`src/rtl/x2050_ifetch_pkg.sv`:
```
// Shared types and constants for the x2050 instruction fetch unit.
// The FSM encoding and the length-to-byte scaling live here so the top and the adder agree.
package x2050_ifetch_pkg;

  localparam int ADDR_W_DEF = 24;
  localparam int LEN_W      = 2;   // instruction length field, in halfwords
  localparam int WORD_BYTES = 4;

  typedef enum logic [1:0] {
    IDLE = 2'd0,
    REQ  = 2'd1,
    ERR  = 2'd2
  } state_e;

  // Halfword count to byte count: two bytes per halfword.
  function automatic logic [LEN_W:0] len_to_bytes(input logic [LEN_W-1:0] len);
    return {len, 1'b0};
  endfunction

endpackage

```
`src/rtl/x2050_iar_adder.sv`:
```
// IAR incrementer: adds 2*len bytes modulo 2^ADDR_W and flags a change of fullword.
module x2050_iar_adder
  import x2050_ifetch_pkg::*;
#(
  parameter int ADDR_W = ADDR_W_DEF
) (
  input  logic [ADDR_W-1:0] iar_i,
  input  logic [LEN_W-1:0]  len_i,
  output logic [ADDR_W-1:0] sum_o,
  output logic              word_cross_o
);

  logic [LEN_W:0] nbytes;

  assign nbytes       = len_to_bytes(len_i);
  assign sum_o        = iar_i + ADDR_W'(nbytes);
  assign word_cross_o = (sum_o[ADDR_W-1:2] != iar_i[ADDR_W-1:2]);

endmodule

```
`src/rtl/x2050_ifetch.sv`:
```
// Instruction fetch unit: holds the IAR, fetches the fullword under it into T,
// and tracks whether a halfword-aligned instruction spills into the next word.
module x2050_ifetch
  import x2050_ifetch_pkg::*;
#(
  parameter int ADDR_W = ADDR_W_DEF
) (
  input  logic              i_clk,
  input  logic              i_reset,
  input  logic              i_fetch,
  input  logic              i_iar_load,
  input  logic [ADDR_W-1:0] i_iar_in,
  input  logic              i_advance,
  input  logic [LEN_W-1:0]  i_len,
  input  logic [ADDR_W-1:0] i_mem_limit,
  output logic              o_mem_req,
  output logic [ADDR_W-1:0] o_mem_addr,
  input  logic              i_mem_ack,
  input  logic [31:0]       i_mem_data,
  output logic [ADDR_W-1:0] o_iar,
  output logic [31:0]       o_t_reg,
  output logic              o_ibfull,
  output logic              o_refetch,
  output logic              o_invalid_address,
  output logic              o_busy
);

  state_e            state_q, state_d;
  logic [ADDR_W-1:0] iar_q, iar_d;
  logic [31:0]       t_reg_q, t_reg_d;
  logic              ibfull_q, ibfull_d;
  logic              refetch_q, refetch_d;
  logic              invalid_q, invalid_d;
  logic              mem_req_q, mem_req_d;
  logic [ADDR_W-1:0] mem_addr_q, mem_addr_d;

  logic [ADDR_W-1:0] adv_sum;
  logic              adv_cross;
  logic              fetch_bad;
  logic [ADDR_W-1:0] word_addr;
  logic [ADDR_W-1:0] next_word_addr;

  x2050_iar_adder #(.ADDR_W(ADDR_W)) u_iar_adder (
    .iar_i        (iar_q),
    .len_i        (i_len),
    .sum_o        (adv_sum),
    .word_cross_o (adv_cross)
  );

  // The limit check is made on the halfword address, so limit-2 is the last legal IAR.
  assign fetch_bad      = iar_q[0] || (iar_q >= i_mem_limit);
  assign word_addr      = {iar_q[ADDR_W-1:2], 2'b00};
  assign next_word_addr = word_addr + ADDR_W'(WORD_BYTES);

  // NOTE: every variable gets its hold value first, so no path through the case leaves one unassigned and no latch is inferred.
  always_comb begin
    state_d    = state_q;
    iar_d      = iar_q;
    t_reg_d    = t_reg_q;
    ibfull_d   = ibfull_q;
    refetch_d  = refetch_q;
    invalid_d  = invalid_q;
    mem_req_d  = mem_req_q;
    mem_addr_d = mem_addr_q;

    case (state_q)
      IDLE: begin
        if (i_iar_load) begin
          iar_d     = i_iar_in;
          ibfull_d  = 1'b0;
          refetch_d = 1'b0;
          invalid_d = 1'b0;
        end else if (i_fetch) begin
          if (fetch_bad) begin
            state_d   = ERR;
            invalid_d = 1'b1;
          end else begin
            state_d    = REQ;
            invalid_d  = 1'b0;
            mem_req_d  = 1'b1;
            mem_addr_d = refetch_q ? next_word_addr : word_addr;
          end
        end else if (i_advance) begin
          iar_d = adv_sum;
          if (adv_cross) begin
            ibfull_d  = 1'b0;
            refetch_d = 1'b0;
          end
        end
      end

      REQ: begin
        if (i_mem_ack) begin
          // refetch_q still marks whether this request was the second word of a spanning fetch.
          t_reg_d   = i_mem_data;
          ibfull_d  = 1'b1;
          refetch_d = iar_q[1] && !refetch_q;
          mem_req_d = 1'b0;
          state_d   = IDLE;
        end
      end

      ERR:     state_d = IDLE;
      default: state_d = IDLE;
    endcase
  end

  // NOTE: state registers use non-blocking assignments so every flop samples the pre-edge values; reset wins over any ack in the same cycle.
  always_ff @(posedge i_clk) begin
    if (i_reset) begin
      state_q    <= IDLE;
      iar_q      <= '0;
      t_reg_q    <= '0;
      ibfull_q   <= 1'b0;
      refetch_q  <= 1'b0;
      invalid_q  <= 1'b0;
      mem_req_q  <= 1'b0;
      mem_addr_q <= '0;
    end else begin
      state_q    <= state_d;
      iar_q      <= iar_d;
      t_reg_q    <= t_reg_d;
      ibfull_q   <= ibfull_d;
      refetch_q  <= refetch_d;
      invalid_q  <= invalid_d;
      mem_req_q  <= mem_req_d;
      mem_addr_q <= mem_addr_d;
    end
  end

  assign o_iar             = iar_q;
  assign o_t_reg           = t_reg_q;
  assign o_ibfull          = ibfull_q;
  assign o_refetch         = refetch_q;
  assign o_invalid_address = invalid_q;
  assign o_mem_req         = mem_req_q;
  assign o_mem_addr        = mem_addr_q;
  assign o_busy            = (state_q != IDLE);

endmodule

```
`config.mk`:
```
export PLATFORM = sky130hd
export DESIGN_NAME = x2050_ifetch
export DESIGN_NICKNAME = d
export VERILOG_FILES = /design/src/rtl/x2050_ifetch_pkg.sv /design/src/rtl/x2050_iar_adder.sv /design/src/rtl/x2050_ifetch.sv
export SDC_FILE = /design/constraint.sdc
export NUM_CORES = 1
export LEC_CHECK = 0
export CORE_MARGIN = 8
export CORE_UTILIZATION = 40
export CTS_BUF_LIST = sky130_fd_sc_hd__clkbuf_8
export CTS_CLUSTER_DIAMETER = 150
export DETAILED_ROUTE_END_ITERATION = 12
export GPL_ROUTABILITY_DRIVEN = 0
export PLACE_DENSITY_LB_ADDON = 0.1
export SYNTH_ARGS = -nofsm -noshare
export SYNTH_HDL_FRONTEND = slang
export SYNTH_SLANG_ARGS = --single-unit
```
`constraint.sdc`:
```
create_clock -name i_clk -period 3.05 [get_ports i_clk]
set_clock_uncertainty 0.05 [all_clocks]
set_input_delay 0.4575 -clock i_clk [delete_from_list [all_inputs] [get_ports i_clk]]
set_output_delay 0.4575 -clock i_clk [all_outputs]
set_load 0.005 [all_outputs]
```
==> flow_summary.json, run 1 <==
{
  "drt_wl_total_um": 16400,
  "portBuffers": 170,
  "hp-class": "reg2reg",
  "ys_ff_latch": 84,
  "async_reset_ff_share_pct": 0,
  "postCtsSetupBuffers": 0,
  "design_area_mm2": 0.00693,
  "num_rows": 40,
  "cts.path.max_buffers": 2,
  "drt-vias-per-instance": 5.67,
  "fill_cells": 1124,
  "synthDistinctLibCells": 62,
  "ctsHoldBuffers": 0,
  "worstSetupEndpointType": "register",
  "grt_max_degree": 43,
  "peakVddDrop_mv": 0.314,
  "finalSetupTns_ns": 0,
  "dieHeight_um": 126,
  "clk_latency_ns": 0.36,
  "cp-start-kind": "primary input",
  "root_buffer": "clkbuf_8",
  "ys.flop_type": "dfxtp_1",
  "grt_overflow": 0,
  "arrival_ns": 2.74,
  "clock-sinks": 84,
  "setup_viol": 0,
  "p_leak_nw": 2.52,
  "diodes": 0,
  "crit_fanout": 15,
  "grt_pass1_vias": 5229,
  "r2r_setup_slack_ns": 0.60,
  "timing.final.crit_period_ns": 2.54,
  "fin_cells": 919,
  "slew_viol_final": 0,
  "yosysSeqAreaShare_pct": 34.8,
  "postRouteAntennaNets": 0,
  "maxSlewHeadroom_pct": 59.5,
  "post-route-period-util_pct": 83.3,
  "start_util_pct": 40.6,
  "htreeDepth": 3,
  "setup_slack_ns": 0.510,
  "slowest_delay_ns": 0.46,
  "cap_viol_max_count": 0,
  "syn_avg_cell_area_um2": 7.99,
  "ioPinCount": 173,
  "status": "finished clean",
  "clkTransAtPathRegs_ns": 0.09,
  "cts_resized": 0,
  "final_cell_mix": "clkdlybuf4s50_1 (169), nand2_1 (107), dfxtp_1 (84)",
  "post_dp_cell_area_mm2": 0.00672,
  "dpl.cell_count": 903,
  "worstSetupPathType": "in2reg",
  "dp.final_hpwl_um": 12700,
  "dr.pass1.iters": 5,
  "path_common_cell": "nand3_1",
  "wl_per_cell_um": 17.9,
  "hold_viol": 0,
  "drive_gt1_share_pct": 8.94,
  "yosysTopAreaCellShare_pct": 34.8,
  "p_per_area_mw_per_mm2": 399,
  "gr-usage-all-layers_pct": 20.4,
  "synthTopCellsByArea": "dfxtp_1 (35%), nand2_1 (8.3%), ha_1 (7.0%), a21oi_1 (6.2%), a211oi_2 (3.1%)",
  "worstPathCellList": "clkdlybuf4s50_1, inv_1, ha_1, a211oi_1, nand3_1, o211ai_2, buf_4, nand3_1, o221a_1",
  "finalPower_w": 0.00276,
  "nets": 883,
  "cts_made_buffers": 9,
  "area.growth.synth_to_final_pct": 43.3,
  "grt_pass1_wl_um": 26500,
  "largest_reg_flops": 32,
  "synth_top_cell_by_area": "dfxtp_1",
  "worst_pin_slew_ns": 0.605,
  "fp.dieArea_mm2": 0.0159,
  "drc_errors": 0,
  "drtIter0Drc": 482,
  "die_w_um": 126,
  "multi_input_area_mm2": 0.00281,
  "antenna_found_initial": 0,
  "cpMaxStageDelayCell": "clkdlybuf4s50_1",
  "ys_warn_count": 0,
  "fmax_mhz": 394,
  "required_ns": 3.25,
  "tritoncts": "done",
  "synthCells": 605,
  "vias": 5209,
  "final_common_cell": "clkdlybuf4s50_1",
  "synth_edf_count": 0,
  "seq_area_mm2": 0.00168,
  "pre_cts_slack_ns": 0.0964,
  "rsz0062_at_grt": "false",
  "synth_area_mm2": 0.00483,
  "core_area_mm2": 0.0119
}
[layer usage]
layer	wire length, µm	global-route usage, %	vias to the layer above
met2	8100	35.7	248
met1	6380	22.4	2434
li1	-	-	2501
met5	0	0	-
met4	299	6.23	0
met3	1670	7.59	26
[Yosys cell counts, drive strengths merged (7+ instances only)]
| cell type | instances |
|---|---|
| nor3 | 14 |
| nand4 | 15 |
| inv | 31 |
| a21oi | 60 |
| nor2 | 30 |
| nand3 | 19 |
| buf | 17 |
| xnor2 | 11 |
| clkbuf | 32 |
| o221a | 10 |
| nand2 | 107 |
| o21ai | 28 |
| and3 | 9 |
| ha | 27 |
| a211oi | 19 |
| a41oi | 13 |
| dfxtp | 84 |
| nor4 | 7 |
[per-stage QoR]
step / util [%] / hold WS, ns
5_1_grt: 58.1 / 0.424
3_5_place_dp: 56.4 / 0.399
2_1_floorplan: - / 0.403
6_report: 58.1 / 0.410
4_1_cts: 58.1 / 0.413
3_3_place_gp: 56.4 / 0.391
[logic make-up (layout without fill, tap and decap cells)]
| family | count (synthesis) | count (layout) | share of synthesized area (%) |
|---|---|---|---|
| other | 1 | 2 | 0.0776 |
| adder cells (fa/ha/maj) | 28 | 28 | 7.40 |
| buffers and inverters | 80 | 246 | 7.09 |
| AO/OA/AOI/OAI | 169 | 169 | 25.1 |
| multiplexers | 3 | 3 | 0.647 |
| AND/OR/NAND/NOR | 223 | 223 | 21.8 |
| XOR/XNOR | 17 | 17 | 3.08 |
| flip-flops | 84 | 84 | 34.8 |
[worst max-delay path: cells and delay by family]
kind,cells,cell delay (ns)
simple gates,2,0.43
compound gates,3,0.79
fa+ha+maj,1,0.30
buf+inv,3,0.76
[worst paths after layout]
kind,start,to,depth (start not counted)
hold reg to reg,o_t_reg[7],o_t_reg[7],2
setup reg to reg,o_iar[21],o_mem_addr[8],6
hold / removal,o_t_reg[7],o_t_reg[7],2
setup / recovery,i_mem_limit[5],o_mem_addr[8],9
[where the power goes]
part / total (W) / switching (W) / internal [W]
combinational: 0.000704 / 0.000329 / 0.000374
sequential: 0.00122 / 0.0000630 / 0.00116
clock: 0.000832 / 0.000442 / 0.000390
total: 0.00276 / 0.000835 / 0.00193
[cell type report]
class	instances	share of cell area, %
clock inverters	7	1.16
inverters	31	1.68
flip-flops and latches	84	24.3
well taps	147	2.66
clock buffers	9	1.79
repair buffers	199	27.8
multi-input cells	442	40.6
No activity file was read; power rests on OpenSTA's default activity.
==> run 2: changes to the inputs <==
Clock period 3.05 ns to 2.1 ns, I/O delays scaled along.
==> flow_summary.json, run 2 (synthesis gave the netlist of run 1 again) <==
{
  "drc_errors": 0,
  "violations": "setup timing",
  "status": "finished with violations",
  "grt_pass1_vias": 5666,
  "gr-usage-all-layers_pct": 22.1,
  "drt-vias-per-instance": 5.62,
  "cp-start-kind": "primary input",
  "grt_overflow": 0,
  "required_ns": 2.36,
  "setup_viol": 22,
  "dpl.cell_count": 944,
  "ioPinCount": 173,
  "cts.path.max_buffers": 2,
  "slew_viol_final": 0,
  "htreeDepth": 3,
  "cts_made_buffers": 9,
  "rsz0062_at_grt": "true",
  "fmax_mhz": 462,
  "setup_slack_ns": -0.0638,
  "postRouteAntennaNets": 0,
  "use_met2_pct": 39.0,
  "dp.final_hpwl_um": 13300,
  "final_common_cell": "clkdlybuf4s50_1",
  "hp-class": "in2reg",
  "arrival_ns": 2.42,
  "cp-startpoint": "i_mem_limit[5]",
  "tritoncts": "done",
  "dieHeight_um": 126,
  "crit_fanout": 7,
  "largest_reg_flops": 32,
  "timing.final.crit_period_ns": 2.16,
  "r2r_setup_slack_ns": -0.03,
  "fin_cells": 967,
  "drtIter0Drc": 406,
  "clkTransAtPathRegs_ns": 0.09,
  "drive_gt1_share_pct": 23.9,
  "nets": 932,
  "root_buffer": "clkbuf_8",
  "die_w_um": 126,
  "dr.pass1.iters": 5,
  "reg2reg_to": "o_mem_addr[8]",
  "whs_endpoint": "o_t_reg[10]",
  "hold_viol": 0,
  "final_cell_mix": "clkdlybuf4s50_1 (153), nand2_1 (107), dfxtp_1 (69)",
  "start_util_pct": 40.6,
  "cap_viol_max_count": 0,
  "ctsHoldBuffers": 0,
  "vias": 5437,
  "diodes": 0,
  "portBuffers": 170,
  "wl_per_cell_um": 18.4,
  "num_rows": 40,
  "drt_wl_total_um": 17800,
  "hp-start": "i_reset",
  "antenna_found_initial": 0,
  "worst_pin_slew_ns": 0.574,
  "top_usage_layer": "met2",
  "core_area_mm2": 0.0119,
  "grt_pass1_wl_um": 28600,
  "maxSlewHeadroom_pct": 61.7,
  "r2r_cells": 8,
  "area.growth.synth_to_final_pct": 61.7,
  "worstSetupPathType": "in2reg",
  "clock-sinks": 84,
  "hold-path-cell-count": 3,
  "peakVddDrop_mv": 0.354,
  "clk_latency_ns": 0.37,
  "finalPower_w": 0.00407,
  "globalRouteMet3Util_pct": 7.85,
  "fp.dieArea_mm2": 0.0159,
  "grt_util_met1_pct": 23.5,
  "grt_max_degree": 54,
  "design_area_mm2": 0.00781,
  "post-route-period-util_pct": 103,
  "post_dp_cell_area_mm2": 0.00707,
  "p_leak_nw": 2.86,
  "timing.rr.start": "o_iar[12]",
  "worstSetupEndpointType": "register",
  "p_per_area_mw_per_mm2": 520
}
==> run 2: report_power, final <==
part           leakage (nW)  switching, W  internal, W
sequential            0.692     0.0000753      0.00169
clock                0.0821      0.000581     0.000412
combinational          2.08      0.000598     0.000708
total                  2.86       0.00125      0.00281
==> run 2: worst max path at each step <==
stage                                end  cells after the start
final                      o_mem_addr[8]                     10
after global routing       o_mem_addr[6]                      9
after CTS                  o_mem_addr[6]                     11
after detailed placement       o_mem_req                      9
after global placement         o_mem_req                      9
after floorplan           o_mem_addr[12]                      8
==> run 2: metal layers <==
layer,vias to the layer above,part of all wire (%)
li1,2604,-
met1,2557,38
met2,242,51
met3,34,9.1
met4,0,2.3
met5,-,0
==> run 2: final cells by class <==
class	instances	area, µm²
clock buffer	9	124
clock inverter	6	33.8
fill	991	4100
inverter	31	119
multi-input combinational	442	3270
sequential	84	1710
tap	147	184
timing repair buffer	248	2380
==> run 2: what timing repair did <==
action	CTS	global route
gates resized for setup	72	47
setup buffers	7	0
cloned	1	2
pin swaps	29	37
endpoints found under the setup margin	29	40
==> run 2: metrics by stage <==
stage                     util (%)  setup TNS, ns  setup WS, ns  hold WS, ns
after floorplan                  -              0      0.000139        0.401
after global placement        59.3         -18.37        -0.537        0.391
after detailed placement      59.3         -19.82        -0.614        0.399
after CTS                     63.6         -0.878       -0.0559        0.347
after global routing          65.6          -1.49       -0.0899        0.366
final                         65.6         -0.938       -0.0638        0.368
==> run 2: worst max-delay path, cell delays in order <==
cell and delay (ns):
clkdlybuf4s50_1 0.47, inv_1 0.07, ha_4 0.25, a211oi_4 0.25, nand3_2 0.12, o211ai_2 0.25, and4_4 0.28, buf_6 0.12
buf_8 0.11, o221a_1 0.18
==> run 3: changes to the inputs <==
==> constraint.sdc (replaced) <==
create_clock -name i_clk -period 2.1 [get_ports i_clk]
set_clock_uncertainty 0.05 [all_clocks]
set_input_delay 0.21 -clock i_clk [delete_from_list [all_inputs] [get_ports i_clk]]
set_output_delay 0.21 -clock i_clk [all_outputs]
set_load 0.005 [all_outputs]
==> flow_summary.json, run 3 (synthesis gave the netlist of run 1 again) <==
{
  "worstPathCellList": "ha_4, nand4_1, buf_4, nor3_2, a2111oi_4, buf_4, clkbuf_16, a41oi_2, a211oi_2",
  "tritoncts": "done",
  "wl_per_cell_um": 18.7,
  "finalPower_w": 0.00421,
  "diodes": 0,
  "timing.rr.start": "o_iar[13]",
  "r2r_setup_slack_ns": -0.06,
  "largest_reg_flops": 32,
  "post-route-period-util_pct": 103,
  "hold_viol": 0,
  "status": "finished with violations",
  "clock-sinks": 84,
  "root_buffer": "clkbuf_8",
  "drc_errors": 0,
  "antenna_found_initial": 0,
  "post_dp_cell_area_mm2": 0.00703,
  "ioPinCount": 173,
  "cpMaxStageDelayCell": "a2111oi_4",
  "rsz0062_at_grt": "true",
  "cp-startpoint": "o_iar[13]",
  "crit_fanout": 7,
  "htreeDepth": 3,
  "timing.final.crit_period_ns": 2.16,
  "ctsHoldBuffers": 0,
  "grt_max_degree": 72,
  "worstSetupPathType": "reg2reg",
  "fill_cells": 1048,
  "cts.path.max_buffers": 2,
  "clk_latency_ns": 0.38,
  "start_util_pct": 40.6,
  "drtIter0Drc": 413,
  "fmax_mhz": 463,
  "setup_slack_ns": -0.0614,
  "core_area_mm2": 0.0119,
  "cts_made_buffers": 9,
  "cap_viol_max_count": 0,
  "path_common_cell": "buf_4",
  "wl_met1_um": 6760,
  "required_ns": 2.35,
  "portBuffers": 170,
  "p_leak_nw": 2.87,
  "path_buf_inv": 3,
  "arrival_ns": 2.41,
  "cp_top_family": "compound AO/OA/AOI/OAI gates",
  "drt-vias-per-instance": 5.63,
  "whs_endpoint": "o_refetch",
  "final_common_cell": "clkdlybuf4s50_1",
  "drt_wl_total_um": 18100,
  "hp-start": "i_reset",
  "vias": 5431,
  "postRouteAntennaNets": 0,
  "maxSlewHeadroom_pct": 61.8,
  "worst_pin_slew_ns": 0.572,
  "dieHeight_um": 126,
  "pre_cts_slack_ns": -0.477,
  "area.growth.synth_to_final_pct": 61.2,
  "hp-class": "in2reg",
  "dr.pass1.iters": 5,
  "wl_met3_um": 1760,
  "worstSetupEndpointType": "register",
  "r2r_cells": 9,
  "final_cell_mix": "clkdlybuf4s50_1 (165), nand2_1 (107), dfxtp_1 (71)",
  "gr-usage-all-layers_pct": 21.4,
  "finalSetupTns_ns": -0.510,
  "reg2reg_to": "o_mem_addr[18]",
  "top_layer_used": "met4",
  "cp-start-kind": "register",
  "p_per_area_mw_per_mm2": 540,
  "slew_viol_final": 0,
  "hold-path-cell-count": 3,
  "grt_pass1_vias": 5531,
  "grt_overflow": 0,
  "design_area_mm2": 0.00779,
  "peakVddDrop_mv": 0.391,
  "setup_viol": 16,
  "dp.final_hpwl_um": 13400,
  "fp.dieArea_mm2": 0.0159,
  "violations": "setup timing",
  "clkTransAtPathRegs_ns": 0.10,
  "slowest_delay_ns": 0.37,
  "grt_pass1_wl_um": 27800,
  "fin_hold_ws_ns": 0.286,
  "num_rows": 40,
  "die_w_um": 126,
  "drive_gt1_share_pct": 21.3,
  "wl_met2_um": 9150,
  "nets": 929
}
==> run 3: changes by cell type in the layout (fill, tap and decap cells not counted), sizes merged <==
cell           before  now
clkbuf             10   16
dlymetal6s2s        2    4
clkdlybuf4s50     153  165
dlygate4sd2        14    0
inv                32   31
buf                78   72
clkinv              3    2
==> run 3: cell type report <==
type / count / area [µm²] / share of cell area (%)
Clock buffer: 12 / 165 / 2.12
Inverter: 31 / 116 / 1.49
Timing Repair Buffer: 245 / 2410 / 30.9
Multi-Input combinational cell: 442 / 3190 / 40.9
Sequential cell: 84 / 1700 / 21.8
Clock inverter: 4 / 32.5 / 0.418
Tap cell: 147 / 184 / 2.36
==> run 3: tightest hold or removal path, cell delays in order <==
cell    delay (ns)
buf_2         0.12
buf_12        0.23
nor2_1        0.12
==> run 3: metal layers <==
metal	GRT usage, %	vias up
met5	0	-
met1	22.7	2561
met2	37.4	240
met4	8.28	0
li1	-	2596
met3	8.65	34
==> run 3: metrics by stage <==
step           std cells  util [%]
5_1_grt              965      65.4
3_5_place_dp         939      59.0
2_1_floorplan        606         -
4_1_cts              956      61.4
6_report             965      65.4
3_3_place_gp         939      59.0
==> run 3: worst max-delay path by stage <==
stage / endpoint / slack [ns] / cells after the start
after floorplan: o_mem_addr[12] / 0.0002 / 8
after global placement: o_mem_req / -0.43 / 9
after detailed placement: o_mem_addr[5] / -0.48 / 9
after CTS: o_mem_req / 0.0009 / 7
after global routing: o_mem_addr[18] / -0.1 / 9
final: o_mem_addr[18] / -0.06 / 9
==> run 3: repair_timing <==
item / CTS / global route
setup buffers: 1 / 4
endpoints found under the setup margin: 28 / 39
pin swaps: 5 / 24
cloned: 0 / 5
gates resized for setup: 15 / 55
==> run 3: power breakdown <==
part,total [W],internal (W),leakage [nW],switching (W)
Clock,0.00116,0.000531,0.0948,0.000628
Combinational,0.00128,0.000691,2.08,0.000591
Sequential,0.00177,0.00169,0.690,0.0000740
Total,0.00421,0.00291,2.87,0.00129
